--- config.mk ---
export PLATFORM = sky130hd
export DESIGN_NAME = instruction_fetch_buffer
export DESIGN_NICKNAME = d
export VERILOG_FILES = /design/src/rtl/rv32i_pkg.sv /design/src/rtl/fetch_fifo.sv /design/src/rtl/instruction_fetch_buffer.sv
export SDC_FILE = /design/constraint.sdc
export NUM_CORES = 1
export LEC_CHECK = 0
export BUFFER_PORTS_ARGS = -buffer_cell sky130_fd_sc_hd__buf_4
export CAP_MARGIN = 20
export CORE_AREA = 2 2 127 159
export DETAILED_ROUTE_END_ITERATION = 10
export DIE_AREA = 0 0 129 161
export PLACE_DENSITY = 0.79
export SETUP_SLACK_MARGIN = 0.15
export SLEW_MARGIN = 20
export SYNTH_ARGS = -nofsm -noshare
export SYNTH_HDL_FRONTEND = slang
export SYNTH_SLANG_ARGS = --single-unit
export TNS_END_PERCENT = 50
--- constraint.sdc ---
create_clock -name clk -period 5.7 [get_ports clk]
set_input_delay 0 -clock clk [delete_from_list [all_inputs] [get_ports clk]]
set_output_delay 0 -clock clk [all_outputs]
set_load 0.01 [all_outputs]
--- src/rtl/rv32i_pkg.sv ---
// rv32i_pkg: shared RV32I fetch constants, fetch entry layout and PC alignment helper
package rv32i_pkg;
    localparam int XLEN = 32;
    localparam logic [XLEN-1:0] NOP_INSTR = 32'h0000_0013;
    localparam logic [XLEN-1:0] PC_STEP = 32'd4;
    localparam logic [XLEN-1:0] RESET_PC_DEFAULT = 32'h0000_0000;

    typedef struct packed {
        logic [XLEN-1:0] pc;
        logic [XLEN-1:0] instr;
    } fetch_entry_t;

    function automatic logic [XLEN-1:0] align_pc(input logic [XLEN-1:0] pc);
        return {pc[XLEN-1:2], 2'b00};
    endfunction
endpackage

--- src/rtl/fetch_fifo.sv ---
// fetch_fifo: synchronous FIFO with flush; push while full is accepted when a pop frees the slot
module fetch_fifo #(
    parameter int W = 64,
    parameter int DEPTH = 2,
    parameter int CNT_W = 2
) (
    input  logic             clk,
    input  logic             reset_n,
    input  logic             flush,
    input  logic             push,
    input  logic             pop,
    input  logic [W-1:0]     din,
    output logic [W-1:0]     dout,
    output logic             full,
    output logic             empty,
    output logic [CNT_W-1:0] count
);
    localparam int AW = $clog2(DEPTH);
    logic [W-1:0] mem [DEPTH];
    logic [AW-1:0] rd_ptr, wr_ptr;
    logic do_push, do_pop;

    assign empty = count == '0;
    assign full = count == CNT_W'(DEPTH);
    assign do_pop = pop && !empty;
    assign do_push = push && (!full || do_pop);
    assign dout = mem[rd_ptr];

    // pointer and occupancy tracking; flush wins over push/pop
    always_ff @(posedge clk or negedge reset_n) begin
        if (!reset_n) begin
            rd_ptr <= '0;
            wr_ptr <= '0;
            count <= '0;
        end else if (flush) begin
            rd_ptr <= '0;
            wr_ptr <= '0;
            count <= '0;
        end else begin
            if (do_push) wr_ptr <= wr_ptr + AW'(1);
            if (do_pop) rd_ptr <= rd_ptr + AW'(1);
            count <= count + CNT_W'(do_push) - CNT_W'(do_pop);
        end
    end

    // storage needs no reset; empty entries are never presented
    always_ff @(posedge clk) begin
        if (do_push && !flush) mem[wr_ptr] <= din;
    end
endmodule

--- src/rtl/instruction_fetch_buffer.sv ---
// instruction_fetch_buffer: fetch PC owner, credit-limited imem requester and decode-side instruction buffer
module instruction_fetch_buffer
    import rv32i_pkg::*;
#(
    parameter logic [31:0] RESET_PC = RESET_PC_DEFAULT,
    parameter int FIFO_DEPTH = 2,
    parameter int CNT_W = 2
) (
    input  logic        clk,
    input  logic        reset_n,
    output logic        imem_req_valid,
    input  logic        imem_req_ready,
    output logic [31:0] imem_req_addr,
    input  logic        imem_rsp_valid,
    input  logic [31:0] imem_rsp_data,
    input  logic        redirect_valid,
    input  logic [31:0] redirect_pc,
    output logic        inst_valid,
    input  logic        inst_ready,
    output logic [31:0] instruction,
    output logic [31:0] inst_pc,
    output logic        misaligned_fault
);
    logic [31:0] fetch_pc, pend_pc;
    logic [CNT_W-1:0] outstanding, drop_count, fifo_count, pend_count;
    logic accept, rsp_keep, data_empty, data_full, pend_full, pend_empty;
    fetch_entry_t head;
    logic unused_ok;

    assign imem_req_valid = !redirect_valid && !misaligned_fault &&
                            ({1'b0, outstanding} + {1'b0, fifo_count} < (CNT_W+1)'(FIFO_DEPTH));
    assign imem_req_addr = fetch_pc;
    assign accept = imem_req_valid && imem_req_ready;
    assign rsp_keep = imem_rsp_valid && drop_count == '0;
    assign inst_valid = !data_empty;
    assign instruction = data_empty ? NOP_INSTR : head.instr;
    assign inst_pc = data_empty ? '0 : head.pc;
    assign unused_ok = &{1'b0, data_full, pend_full, pend_empty, pend_count};

    fetch_fifo #(.W($bits(fetch_entry_t)), .DEPTH(FIFO_DEPTH), .CNT_W(CNT_W)) u_data_fifo (
        .clk(clk),
        .reset_n(reset_n),
        .flush(redirect_valid),
        .push(rsp_keep),
        .pop(inst_ready),
        .din({pend_pc, imem_rsp_data}),
        .dout(head),
        .full(data_full),
        .empty(data_empty),
        .count(fifo_count)
    );

    fetch_fifo #(.W(32), .DEPTH(FIFO_DEPTH), .CNT_W(CNT_W)) u_pend_fifo (
        .clk(clk),
        .reset_n(reset_n),
        .flush(redirect_valid),
        .push(accept),
        .pop(rsp_keep),
        .din(fetch_pc),
        .dout(pend_pc),
        .full(pend_full),
        .empty(pend_empty),
        .count(pend_count)
    );

    // fetch PC, in-flight/drop bookkeeping and fault; a redirect turns every in-flight fetch into a drop
    always_ff @(posedge clk or negedge reset_n) begin
        if (!reset_n) begin
            fetch_pc <= RESET_PC;
            outstanding <= '0;
            drop_count <= '0;
            misaligned_fault <= 1'b0;
        end else if (redirect_valid) begin
            fetch_pc <= align_pc(redirect_pc);
            misaligned_fault <= |redirect_pc[1:0];
            outstanding <= outstanding - CNT_W'(imem_rsp_valid);
            drop_count <= outstanding - CNT_W'(imem_rsp_valid);
        end else begin
            if (accept) fetch_pc <= fetch_pc + PC_STEP;
            outstanding <= outstanding + CNT_W'(accept) - CNT_W'(imem_rsp_valid);
            if (imem_rsp_valid && drop_count != '0) drop_count <= drop_count - CNT_W'(1);
        end
    end
endmodule

==> summary.txt <==
Least-Margin Pin Slew = 1140 ps
clock buffer depth = 3
post-synthesis compound-gate area fraction = 0.0440
Layout Cells excl Fill = 1172
Starting Density = 0.490
worst-path maximum fanout = 29
fraction of registers with async set/reset = 0.189
vias in the first global route = 6129
synth unique cells = 50
Req. time, crit path = 5850 ps
Layout area overhead = 31.0%
Reg clk slew, reported paths = 70 ps
GRT Resource Usage Total = 0.193
period utilization = 0.678
Crit Path Class = flip-flop to flip-flop
die width = 129 µm
Seq cells post-synth = 227
adder-cell share of the synthesized area = 0.0140
worst hold path class = primary input to asynchronous set/reset pin
number of routed nets with antenna violations = 0
num rows = 57
syn_area_per_cell = 14.4 µm²
gpl congestion = 0.853
max-cap violations = 0
CP Launch Type = flip-flop
Synth Area in Simple Gates = 0.100
share of cells above drive strength 1 = 0.276
minimum clock period = 3860 ps
RSZ-0062 raised after global routing = no
port bufs = 164
status = finished clean
Post-CTS Setup Inserts = 0
leading cell types in the layout, fill and taps excluded = edfxtp_1, buf_4, nor2_1, dlygate4sd3_1, mux2i_1
hold buffers post-CTS = 68
Final setup viols = 0
dpl cells = 1063
first-pass GRT wire length = 31.5 mm
Die H = 161 µm
sequential element share of the synthesized area = 0.698
CTS tree = yes
Die ar. = 0.0208 mm²
clk_skew = 19.5 ps
leakage = 0.00470 µW
H-tree levels = 1
commonest non-fill, non-tap cell in the layout = edfxtp_1
n_diodes = 0
CP endpoint kind = flip-flop
ys flop type = edfxtp_1
later-pin clock latency in the skew report = 500 ps
Max VDD drop = 0.000517 V
Wirelength per Cell = 17.4 µm
vias = 6126
top cells by area, synth = edfxtp_1, dfrtp_1, mux2i_1
max incr delay on CP = 610 ps
initial drt markers = 436
vias per inst = 5.23
main combinational cell family by area after synthesis = multiplexers
Slew headroom = 0.237
final wirelength = 20.4 mm
Slew Limit Fails = 0
clk sink count = 227
final hold violations = 0
Mapped Cells = 659
total CTS buffers = 23
# IOs = 169
EDFF count, synth = 184
Worst Path Arrival = 4010 ps
multiplexer share of the synthesized area = 0.104
TNS Setup = 0 ps
worst path cell trace = inv_1, nor2_1, fa_1, nor4_4, and2_1, inv_2, a31oi_1, and2_1, buf_4
share of the synthesized area in the top cell type = 0.584
most frequent CP cell = and2_1
YS warnings = 0
CP max-delay cell = and2_1
post-synthesis xor/xnor area fraction = 0.0139
HPWL after detailed placement = 12.4 mm
leading area contributor after synthesis = edfxtp_1
# fillers = 1382
Fmax = 0.259 GHz
Pre-Repair DR Iteration Count = 5
Power Dens Cells = 399 mW/mm²
Final #Nets = 971
clk root buf = clkbuf_16
largest net degree at the start of global routing = 64
floorplan core area = 0.0193 mm²
GR Overflow Total = 0
synthesized cell area = 0.00946 mm²
PostCTS Resize Cnt = 0
DRC viols = 0
number of antenna violations at the first check in global routing = 0
==> critical path, delay by kind of cell (launching register included) <==
| kind | cells | cell delay [ps] |
|---|---|---|
| compound gates | 1 | 390 |
| fa+ha+maj | 1 | 470 |
| buf+inv | 3 | 840 |
| flops | 1 | 390 |
| simple gates | 4 | 1410 |
==> cells by family (layout without fill, tap and decap cells) <==
| kind of cell | Yosys count | after routing |
|---|---|---|
| adder cells (fa/ha/maj) | 10 | 10 |
| AO/OA/AOI/OAI | 62 | 62 |
| XOR/XNOR | 15 | 15 |
| AND/OR/NAND/NOR | 196 | 196 |
| multiplexers | 95 | 95 |
| buffers and inverters | 53 | 298 |
| flip-flops | 227 | 227 |
| other | 1 | 4 |
==> cells in the mapped netlist, drive strengths merged (2+ instances only) <==
cell / count
a22oi: 2
nand2: 45
and4: 4
buf: 18
o21ai: 25
a31oi: 3
a21oi: 8
o311ai: 6
nor2: 89
xnor2: 9
a221o: 4
and3: 2
nor2b: 4
nor3b: 2
mux2i: 65
ha: 9
nand4: 15
and2: 6
or3: 2
clkbuf: 17
o211ai: 6
nor3: 3
nand2b: 4
mux2: 30
a41oi: 2
nand3: 8
edfxtp: 184
a32oi: 3
xor2: 6
nor4: 4
nand3b: 4
dfrtp: 43
inv: 18
==> metrics by stage <==
step,hold slack (ps),power (µW),utilization,worst slack [ps],cell area [µm²]
final,36.9,4940,0.641,1840,12400
after global routing,57.2,5170,0.641,1610,12400
after CTS,24.2,4980,0.641,1880,12400
after detailed placement,32.5,3430,0.566,1900,10900
after global placement,28.4,3410,0.566,2020,10900
after floorplan,-296,2820,-,49.2,9480
==> power breakdown <==
group          internal [µW]  switching (µW)  total, µW
sequential              1960             130       2090
combinational            629             719       1350
clock                    907             597       1500
total                   3490            1450       4940
==> routing by layer <==
layer | wire [µm] | up-vias | GRT usage
met5 | 0 | - | 0
met4 | 555 | 0 | 0.0652
met3 | 944 | 42 | 0.0248
met2 | 10800 | 204 | 0.351
met1 | 8160 | 2993 | 0.234
li1 | - | 2887 | -
==> worst paths after layout <==
check	from	endpoint	slack (ps)	cells after the start
worst max-delay path	u_data_fifo.count[0]	u_pend_fifo.mem[1][20]	1840	9
worst max register to register	u_data_fifo.count[0]	u_pend_fifo.mem[1][20]	1840	9
worst min-delay path	reset_n	imem_req_addr[18]	40	2
min in group clk	redirect_valid	imem_req_addr[5]	40	3
max in group asynchronous	reset_n	u_data_fifo.rd_ptr	5210	2
worst min register to register	u_pend_fifo.rd_ptr	u_pend_fifo.rd_ptr	560	2
==> sequential cells by signal (all words and copies together) (netlist names) <==
signal / cells
u_pend_fifo.count: 2
imem_req_addr: 30
u_data_fifo.rd_ptr: 1
u_pend_fifo.wr_ptr: 1
outstanding: 2
u_pend_fifo.mem: 60
u_data_fifo.mem: 124
misaligned_fault: 1
u_pend_fifo.rd_ptr: 1
u_data_fifo.count: 2
u_data_fifo.wr_ptr: 1
drop_count: 2
==> final cells by class <==
class	count	area [µm²]	area share
clock buffer	28	614	0.0496
clock inverter	13	158	0.0127
inverter	18	67.6	0.00545
multi-input combinational	382	2660	0.214
sequential	227	6610	0.533
tap	265	332	0.0267
timing repair buffer	239	1960	0.158
No activity file was read; power rests on OpenSTA's default activity.
